`config.mk`:
```
export PLATFORM = sky130hd
export DESIGN_NAME = uart_tx_arbiter
export DESIGN_NICKNAME = d
export VERILOG_FILES = /design/src/rtl/uart_tx_arb_pkg.sv /design/src/rtl/uart_tx_arbiter_crc8_step.sv /design/src/rtl/uart_tx_arbiter.sv
export SDC_FILE = /design/constraint.sdc
export NUM_CORES = 1
export LEC_CHECK = 0
export BUFFER_PORTS_ARGS = -buffer_cell sky130_fd_sc_hd__buf_4
export CAP_MARGIN = 20
export CORE_MARGIN = 3
export CORE_UTILIZATION = 52
export CTS_CLUSTER_SIZE = 20
export DETAILED_ROUTE_END_ITERATION = 7
export GPL_TIMING_DRIVEN = 0
export PLACE_DENSITY = 0.79
export SETUP_SLACK_MARGIN = 0.5
export SYNTH_ARGS = -nofsm -noshare
export SYNTH_HDL_FRONTEND = slang
export SYNTH_HIERARCHICAL = 1
export SYNTH_SLANG_ARGS = --single-unit
export TNS_END_PERCENT = 50
```
`constraint.sdc`:
```
create_clock -name clk -period 3.84 [get_ports clk]
set_input_delay 0.384 -clock clk [delete_from_list [all_inputs] [get_ports clk]]
set_output_delay 0.384 -clock clk [all_outputs]
set_load 0.01 [all_outputs]
```
`src/rtl/uart_tx_arb_pkg.sv`:
```
// uart_tx_arb_pkg: shared constants for the packet-level UART TX arbiter.
// FSM state encodings, CRC-8 parameters (used only when UART_TX_ARB_CRC_EN
// is defined) and the width of the stall watchdog counter.
package uart_tx_arb_pkg;

    typedef logic [2:0] arb_state_t;

    localparam arb_state_t ST_IDLE      = 3'd0;
    localparam arb_state_t ST_WAIT_BYTE = 3'd1;
    localparam arb_state_t ST_SEND      = 3'd2;
    localparam arb_state_t ST_GUARD     = 3'd3;
    localparam arb_state_t ST_WAIT_TX   = 3'd4;
    localparam arb_state_t ST_CRC_SEND  = 3'd5;

    localparam logic [7:0] CRC8_POLY = 8'h07;
    localparam logic [7:0] CRC8_INIT = 8'h00;

    // Wide enough for the default 1_000_000-cycle timeout with headroom.
    localparam int WDOG_W = 32;

endpackage

```
`src/rtl/uart_tx_arbiter_crc8_step.sv`:
```
// crc8_step: combinational one-byte CRC-8 update (poly 0x07, MSB-first,
// no reflection). Only compiled when UART_TX_ARB_CRC_EN is defined, since
// the arbiter instantiates it only in that build.
`ifdef UART_TX_ARB_CRC_EN
module crc8_step
    import uart_tx_arb_pkg::*;
(
    input  logic [7:0] crc_in,
    input  logic [7:0] data_in,
    output logic [7:0] crc_out
);

    logic [7:0] work;

    // Fold the byte into the register, then run eight polynomial shifts.
    always_comb begin
        work = crc_in ^ data_in;
        for (int b = 0; b < 8; b++) begin
            if (work[7]) begin
                work = {work[6:0], 1'b0} ^ CRC8_POLY;
            end else begin
                work = {work[6:0], 1'b0};
            end
        end
        crc_out = work;
    end

endmodule
`endif

```
`src/rtl/uart_tx_arbiter.sv`:
```
// uart_tx_arbiter: merges N_SRC byte-stream packet sources onto one uart_tx.
// Round-robin grant at packet granularity, valid/ready byte handshake,
// uart_tx busy pacing and a stall watchdog that aborts a silent packet.
// Optional feature: define UART_TX_ARB_CRC_EN to append a CRC-8 byte to
// every completed packet.
module uart_tx_arbiter
    import uart_tx_arb_pkg::*;
#(
    parameter int N_SRC       = 2,
    parameter int TIMEOUT_CYC = 1_000_000,
    parameter int IDX_W       = (N_SRC > 1) ? $clog2(N_SRC) : 1
) (
    input  logic                 clk,
    input  logic                 rst_n,
    input  logic [8*N_SRC-1:0]   src_data,
    input  logic [N_SRC-1:0]     src_valid,
    input  logic [N_SRC-1:0]     src_last,
    output logic [N_SRC-1:0]     src_ready,
    output logic [7:0]           tx_data,
    output logic                 tx_send,
    input  logic                 tx_busy,
    output logic [IDX_W-1:0]     grant_idx,
    output logic                 active,
    output logic                 timeout_err,
    output logic [15:0]          pkt_count
);

    arb_state_t         state_q, state_d;
    logic [IDX_W-1:0]   grant_q, grant_d;
    logic               active_q, active_d;
    logic [7:0]         tx_data_q, tx_data_d;
    logic               last_q, last_d;
    logic [WDOG_W-1:0]  wdog_q, wdog_d;
    logic               timeout_q, timeout_d;
    logic [15:0]        pkt_cnt_q, pkt_cnt_d;

    logic [IDX_W-1:0]   rr_cand;
    logic [IDX_W-1:0]   rr_pick;
    logic               rr_found;
    logic [7:0]         g_data;
    logic               accept;
    logic               pkt_done;

`ifdef UART_TX_ARB_CRC_EN
    logic [7:0]         crc_q, crc_d;
    logic               crc_phase_q, crc_phase_d;
    logic [7:0]         crc_next;

    crc8_step u_crc8_step (
        .crc_in  (crc_q),
        .data_in (g_data),
        .crc_out (crc_next)
    );
`endif

    // Round-robin search starting after the last grant; walking offsets from
    // farthest to nearest leaves the nearest requester as the final pick.
    always_comb begin
        rr_cand  = grant_q;
        rr_pick  = grant_q;
        rr_found = 1'b0;
        for (int off = N_SRC; off >= 1; off--) begin
            rr_cand = IDX_W'((int'(grant_q) + off) % N_SRC);
            if (src_valid[rr_cand]) begin
                rr_pick  = rr_cand;
                rr_found = 1'b1;
            end
        end
    end

    assign g_data    = src_data[{grant_q, 3'b000} +: 8];
    assign accept    = (state_q == ST_WAIT_BYTE) && src_valid[grant_q] && !tx_busy;
    assign src_ready = accept ? (N_SRC'(1) << grant_q) : '0;
    assign tx_send   = (state_q == ST_SEND);

    assign tx_data     = tx_data_q;
    assign grant_idx   = grant_q;
    assign active      = active_q;
    assign timeout_err = timeout_q;
    assign pkt_count   = pkt_cnt_q;

    // Packet FSM: grant, per-byte handshake, send pacing, watchdog and wrap-up.
    always_comb begin
        state_d   = state_q;
        grant_d   = grant_q;
        active_d  = active_q;
        tx_data_d = tx_data_q;
        last_d    = last_q;
        wdog_d    = wdog_q;
        timeout_d = 1'b0;
        pkt_cnt_d = pkt_cnt_q;
        pkt_done  = 1'b0;
`ifdef UART_TX_ARB_CRC_EN
        crc_d       = crc_q;
        crc_phase_d = crc_phase_q;
`endif
        case (state_q)
            ST_IDLE: begin
                if (rr_found) begin
                    grant_d  = rr_pick;
                    active_d = 1'b1;
                    wdog_d   = '0;
                    state_d  = ST_WAIT_BYTE;
`ifdef UART_TX_ARB_CRC_EN
                    crc_d       = CRC8_INIT;
                    crc_phase_d = 1'b0;
`endif
                end
            end
            ST_WAIT_BYTE: begin
                if (accept) begin
                    tx_data_d = g_data;
                    last_d    = src_last[grant_q];
                    wdog_d    = '0;
                    state_d   = ST_SEND;
`ifdef UART_TX_ARB_CRC_EN
                    crc_d = crc_next;
`endif
                end else if (!src_valid[grant_q] && (TIMEOUT_CYC != 0)) begin
                    // Abort: grant_q already holds g, so the pointer advances past it.
                    if (wdog_q == WDOG_W'(TIMEOUT_CYC - 1)) begin
                        timeout_d = 1'b1;
                        active_d  = 1'b0;
                        wdog_d    = '0;
                        state_d   = ST_IDLE;
                    end else begin
                        wdog_d = wdog_q + 1'b1;
                    end
                end
            end
            ST_SEND: begin
                state_d = ST_GUARD;
            end
            ST_GUARD: begin
                state_d = ST_WAIT_TX;
            end
            ST_WAIT_TX: begin
                if (!tx_busy) begin
                    if (!last_q) begin
                        state_d = ST_WAIT_BYTE;
                    end else begin
`ifdef UART_TX_ARB_CRC_EN
                        if (crc_phase_q) begin
                            pkt_done = 1'b1;
                        end else begin
                            state_d = ST_CRC_SEND;
                        end
`else
                        pkt_done = 1'b1;
`endif
                    end
                end
            end
`ifdef UART_TX_ARB_CRC_EN
            ST_CRC_SEND: begin
                tx_data_d   = crc_q;
                crc_phase_d = 1'b1;
                state_d     = ST_SEND;
            end
`endif
            default: begin
                state_d  = ST_IDLE;
                active_d = 1'b0;
            end
        endcase
        if (pkt_done) begin
            pkt_cnt_d = pkt_cnt_q + 16'd1;
            active_d  = 1'b0;
            state_d   = ST_IDLE;
        end
    end

    // Control and data registers; reset drops any packet in progress.
    always_ff @(posedge clk or negedge rst_n) begin
        if (!rst_n) begin
            state_q   <= ST_IDLE;
            grant_q   <= IDX_W'(N_SRC - 1);
            active_q  <= 1'b0;
            tx_data_q <= 8'h00;
            last_q    <= 1'b0;
            wdog_q    <= '0;
            timeout_q <= 1'b0;
            pkt_cnt_q <= 16'd0;
        end else begin
            state_q   <= state_d;
            grant_q   <= grant_d;
            active_q  <= active_d;
            tx_data_q <= tx_data_d;
            last_q    <= last_d;
            wdog_q    <= wdog_d;
            timeout_q <= timeout_d;
            pkt_cnt_q <= pkt_cnt_d;
        end
    end

`ifdef UART_TX_ARB_CRC_EN
    // Running CRC of the granted packet and the flag marking its CRC byte.
    always_ff @(posedge clk or negedge rst_n) begin
        if (!rst_n) begin
            crc_q       <= CRC8_INIT;
            crc_phase_q <= 1'b0;
        end else begin
            crc_q       <= crc_d;
            crc_phase_q <= crc_phase_d;
        end
    end
`endif

endmodule

```
==> metrics, run 1 <==
library cells used by synthesis=51; Port Buf Inserts=51; CP required=3.46 ns; routed wl met3=356 um; EDFF count, synth=0; Worst path max stage delay=0.47 ns; antenna cells=0; vias in the first global route=2705; Post-Synthesis Cell Area=3370 sq um; share of flip-flops with an asynchronous set or reset=100%; placed cells=479; WL/cell=15.3 um; Crit Path Class=register to output port; final hold violation count=0; Core Util, Final=66.9%; setup_tns=0 ns; Die ar.=7480 sq um; max-cap violations=0; Die H=86.5 um; YS warnings=6; final WL=7600 um; DR WL met2=3510 um; via count=2909; critical path arrival=2.27 ns; Crit. End Element=output port; most numerous cell in the Yosys netlist=dfrtp_1; initial antenna violation count=0; Die X=86.5 um; Lkg Pwr=1.85 nW; Reg clk slew, reported paths=0.07 ns; first-pass GRT wire length=12600 um; Final Max Slew Viols=0; I/O pins=53; Crit path max-delay family=simple AND/OR/NAND/NOR gates; CTS resizes=0; postcts setup bufs=0; pin count of the biggest net entering global routing=64; Yosys top cell by area=dfrtp_1; Tcrit/Tclk final=69.2%; hold_buf cts=0; Num CTS Buffers=9; Area Growth Syn to Fin=21.0%; Vias per Instance=5.88; FP Rows=28; Residual DRC=0; H-tree Lvls=3; FF+latch count, synth=63; Placer Congestion=0.857; top_reg_cell synth=dfrtp_1; syn_nets=378; Routed met1 length=3550 um; Initial Util=55.2%; cell chain of the critical path=nor2_1 -> nand2_1 -> nor3_1 -> clkbuf_1 -> and2_1 -> buf_4; RSZ-0062 raised after global routing=false; top cells by count, synth=dfrtp_1 (62), nor2_1 (44), nand2_1 (26), xnor2_1 (21), nand3_1 (19); CTS tree=yes; minimum clock period=2.66 ns; CP Max Fanout=10; area share of the largest cell type after synthesis=46.1%; Worst-Margin Slew=0.791 ns; Synth area leaders=dfrtp_1 (46%), xnor2_1 (5.5%), nor2_1 (4.9%), nand2_1 (2.9%), xor2_1 (2.9%); 1st-iter DRT viols=177; nets=440; Crit path buffers/inverters=2; total congestion overflow=0; # setup viols final=0; crit path launch type=register; Avg Inst Size Synth=9.54 sq um; top layer in use=met4; cell count after synthesis=353; clock latency on the worst-skew pair=0.34 ns; core area=6100 sq um; Clock Tree Buf Depth=2; Hold Crit Class=primary input to asynchronous set/reset pin; maximum vdd drop=0.350 mV; Setup Skew=0.00769 ns; CTS root buf=clkbuf_8; Min Hold Slack=0.123 ns; antenna viol nets, final=0; share of cells above drive strength 1=19.3%; Finished Layout Cells=495; Slew headroom=47.2%; clock sink total=63; CP max stage cell=dfrtp_1; dpl hpwl=5410 um; Tot GR Track Use=21.6%; PwrDens=566 nW/um^2; status=completed; Seq/Total Area, Yosys=46.9%; Highest Clock Rate=376 MHz; DR pass1 iterations=4
==> state kept, by name (all words and copies together) (netlist names) <==
name	cells
last_q	1
active	1
tx_data	8
timeout_err	1
pkt_count	16
grant_idx	1
wdog_q	32
state_q	3
==> routing by layer <==
metal | vias up | global-route usage, %
met5 | - | 0
li1 | 1411 | -
met1 | 1397 | 29.3
met3 | 16 | 3.71
met2 | 85 | 33.6
met4 | 0 | 10.2
==> layout make-up <==
type | instances | area (sq um)
clock inverters | 5 | 80.1
clock buffers | 11 | 151
fillers | 503 | 2020
multi-input cells | 271 | 1710
plain buffers | 13 | 60.1
inverters | 6 | 22.5
flip-flops and latches | 63 | 1580
repair buffers | 51 | 383
well taps | 75 | 93.8
==> kinds of logic (layout without fill, tap and decap cells) <==
group	after synthesis	in the layout	synth area share, %
xor+xnor	32	32	8.32
mux	11	11	3.42
simple gates	180	180	28.7
compound gates	46	46	9.55
buf+inv	19	86	2.45
flops	63	63	46.9
fa+ha+maj	2	2	0.743
==> power by group <==
group	switching (mW)	leakage (nW)	internal (mW)	total (mW)
registers	0.0850	0.834	0.759	0.844
logic	0.482	0.904	0.320	0.802
clock network	0.263	0.112	0.400	0.662
==> worst paths after layout <==
kind / from / end / depth (start not counted) / slack [ns]
setup / recovery: state_q[2]$_DFFE_PN0P_ / src_ready[1] / 6 / 1.18
hold reg to reg: pkt_count[15]$_DFFE_PN0P_ / pkt_count[15]$_DFFE_PN0P_ / 1 / 0.47
hold / removal: rst_n / wdog_q[26]$_DFFE_PN0P_ / 1 / 0.12
min in group clk: src_valid[0] / grant_idx$_DFFE_PN1P_ / 2 / 0.27
max in group asynchronous: rst_n / wdog_q[7]$_DFFE_PN0P_ / 1 / 3.19
setup reg to reg: grant_idx$_DFFE_PN1P_ / wdog_q[30]$_DFFE_PN0P_ / 6 / 1.31
==> worst register-to-register path: stages (launching register included) <==
cell	delay, ns
dfstp_2	0.53
buf_2	0.18
mux2i_2	0.46
o2111ai_1	0.48
nor4_1	0.53
xnor2_1	0.19
nor2_1	0.06
==> layout by cell type (no fill, tap or decap), types with 3 or more instances in the layout <==
cell type and instances:
and2_1 8, and3_1 8, a221o_1 3, nor4_1 7
and4_1 6, nand4_1 15, nand2_1 26, o211ai_1 3
clkbuf_8 11, nor2_1 44, or4_1 6, xnor2_1 21
or2_2 3, o21ai_0 5, a21oi_1 15, nor2b_1 4
xor2_1 11, nand3_1 19, inv_1 6, mux2i_1 9
a31oi_1 5, dfrtp_1 62, clkbuf_1 9, buf_4 51
or3_1 6, nor3b_1 3, nor3_1 18
==> stage by stage <==
stage / power [mW] / setup WS [ns] / area [sq um]
5_1_grt: 2.45 / 0.985 / 4080
4_1_cts: 2.32 / 1.15 / 4080
6_report: 2.31 / 1.18 / 4080
2_1_floorplan: 1.37 / 1.72 / 3370
3_3_place_gp: 1.64 / 1.49 / 3840
3_5_place_dp: 1.66 / 1.35 / 3840
No activity file was read; power rests on OpenSTA's default activity.
==> inputs of run 2 (changes only) <==
Clock period 3.84 ns to 2.7 ns, I/O delays scaled along.
==> metrics, run 2 (synthesis results as in run 1) <==
Fill cells=451 (-10%); setup_tns=0 ns (unchanged); Storage cell area=1580 sq um (about the same); share of cells above drive strength 1=30.0% (+11 points); via count=3118 (+7.2%); Initial Util=55.2% (unchanged); minimum clock period=2.17 ns; Internal Power=2.33 mW (+57%); Port Buf Inserts=51 (unchanged); Hold Crit Class=primary input to asynchronous set/reset pin; commonest non-fill, non-tap cell in the layout=buf_4; Crit Path Class=register to output port; Residual DRC=0 (unchanged); Num CTS Buffers=9 (unchanged); initial antenna violation count=0 (unchanged); dpl hpwl=5410 um (unchanged); Min Hold Slack=-0.00350 ns (-0.127 ns); Tot GR Track Use=22.0% (+0.48 points); max reg flops=32 (unchanged); critical path arrival=1.90 ns (-0.37 ns); crit path launch type=register; violated checks=hold timing; Area Growth Syn to Fin=31.3%; core area=6100 sq um (unchanged); Worst-Margin Slew=0.799 ns (+0.00829 ns); # setup viols final=0 (unchanged); Reg clk slew, reported paths=0.07 ns (about the same); final hold violation count=4 (+4); Multi-input gate area=1840 sq um (+8.0%); Vias per Instance=6.01 (+2.2%); CTS tree=yes; antenna viol nets, final=0 (unchanged); Tcrit/Tclk final=80.2%; clock latency on the worst-skew pair=0.34 ns (about the same); DR pass1 iterations=5 (+1); Clock Tree Buf Depth=2 (unchanged); status=complete, but fails checks; clock power share=25.8% (-2.9 points); Psw=1.32 mW (+59%); Die X=86.5 um (unchanged); antenna cells=0 (unchanged); clock sink total=63 (unchanged); 1st-iter DRT viols=203 (+15%); vias in the first global route=2779 (+2.7%); Gate power share=41.0% (+6.3 points); CP required=2.43 ns (-1.03 ns); Top reg by flops=wdog_q; Crit. End Element=output port; I/O pins=53 (unchanged); RSZ-0062 raised after global routing=true; Slew headroom=46.7% (-0.50 points); first-pass GRT wire length=13000 um (+2.6%); WL/cell=16.1 um (+4.8%); Lkg Pwr=1.98 nW (+7.0%); Highest Clock Rate=462 MHz; final WL=8350 um (+9.9%); Placer Congestion=0.857 (unchanged); Setup Skew=0.00901 ns (+0.00131 ns); max-cap violations=0 (unchanged); maximum vdd drop=0.606 mV (+73%); Final Max Slew Viols=0 (unchanged); Core Util, Final=72.5% (+5.7 points); total congestion overflow=0 (unchanged); H-tree Lvls=3 (unchanged); FP Rows=28 (unchanged); nets=464 (+5.5%); Die H=86.5 um (unchanged); pin count of the biggest net entering global routing=64 (unchanged); commonest non-fill, non-tap cells in the layout=buf_4 (74), dfrtp_1 (61), nor2_1 (36); CTS root buf=clkbuf_8; Die ar.=7480 sq um (unchanged); switching share of power=36.1% (+0.21 points); part of the power in registers=33.3% (-3.3 points); CP Max Fanout=10 (unchanged); PwrDens=825 nW/um^2 (+46%)
run 2: cell count changes in the layout (fill, tap and decap cells not counted), moves of 4 or more:
cell / before / now
nor2_1: 44 / 36
buf_6: 1 / 5
nor4_1: 7 / 3
buf_4: 51 / 74
clkbuf_1: 9 / 4
nor2_2: 0 / 7
run 2: cell type report:
type	count	share of cell area [%]
buffer	13	1.67
clock buffer	11	3.42
clock inverter	5	1.81
inverter	6	0.509
multi-input combinational	271	41.7
sequential	63	35.7
tap	75	2.12
timing repair buffer	75	13.1
run 2: path summary, 6_finish.rpt:
check / start / endpoint / slack (ns) / depth (start not counted)
worst max-delay path: grant_idx$_DFFE_PN1P_ / src_ready[1] / 0.53 / 6
worst min-delay path: rst_n / wdog_q[26]$_DFFE_PN0P_ / -0.003 / 1
worst max register to register: grant_idx$_DFFE_PN1P_ / wdog_q[6]$_DFFE_PN0P_ / 0.54 / 9
worst min register to register: pkt_count[15]$_DFFE_PN0P_ / pkt_count[15]$_DFFE_PN0P_ / 0.47 / 1
max in group asynchronous: rst_n / wdog_q[1]$_DFFE_PN0P_ / 2.11 / 1
min in group clk: src_valid[0] / grant_idx$_DFFE_PN1P_ / 0.17 / 2
run 2: layer usage:
layer | up-vias | wire length [um] | global-route usage, %
li1 | 1455 | - | -
met1 | 1535 | 3650 | 29.4
met2 | 110 | 4020 | 34.9
met3 | 18 | 487 | 4.09
met4 | 0 | 196 | 10.2
met5 | - | 0 | 0
run 2: worst max-delay path: stages, from the launching register on:
cell     delay (ns)
dfstp_2        0.54
buf_4          0.16
mux2i_4        0.29
nor3_2         0.08
buf_4          0.19
and2_1         0.16
buf_4          0.14
run 2: stage by stage:
step | hold slack (ns) | area [sq um] | total power [mW] | setup slack [ns] | cells
global route | 0.0620 | 4420 | 3.84 | 0.440 | 519
global placement | 0.399 | 3840 | 2.33 | 0.354 | 479
finish | -0.00350 | 4420 | 3.65 | 0.533 | 519
CTS | 0.0345 | 4210 | 3.44 | 0.430 | 504
floorplan | -0.0256 | 3370 | 1.95 | 0.583 | 353
detailed placement | 0.404 | 3840 | 2.36 | 0.210 | 479
run 2: power groups by stage:
stage               clock network (mW)  registers, mW  logic, mW
detailed placement                   0           1.21       1.15
global placement                     0           1.21       1.12
finish                           0.940           1.21       1.49
global route                     0.997           1.23       1.62
CTS                              0.952           1.21       1.28
floorplan                            0           1.23      0.714
run 2: timing repair:
action,4_1_cts,5_1_grt
gates resized for setup,15,34
buffers inserted,9,14
cloned,0,1
endpoints found under the setup margin,27,36
hold buffers,0,0
pin swaps,3,9
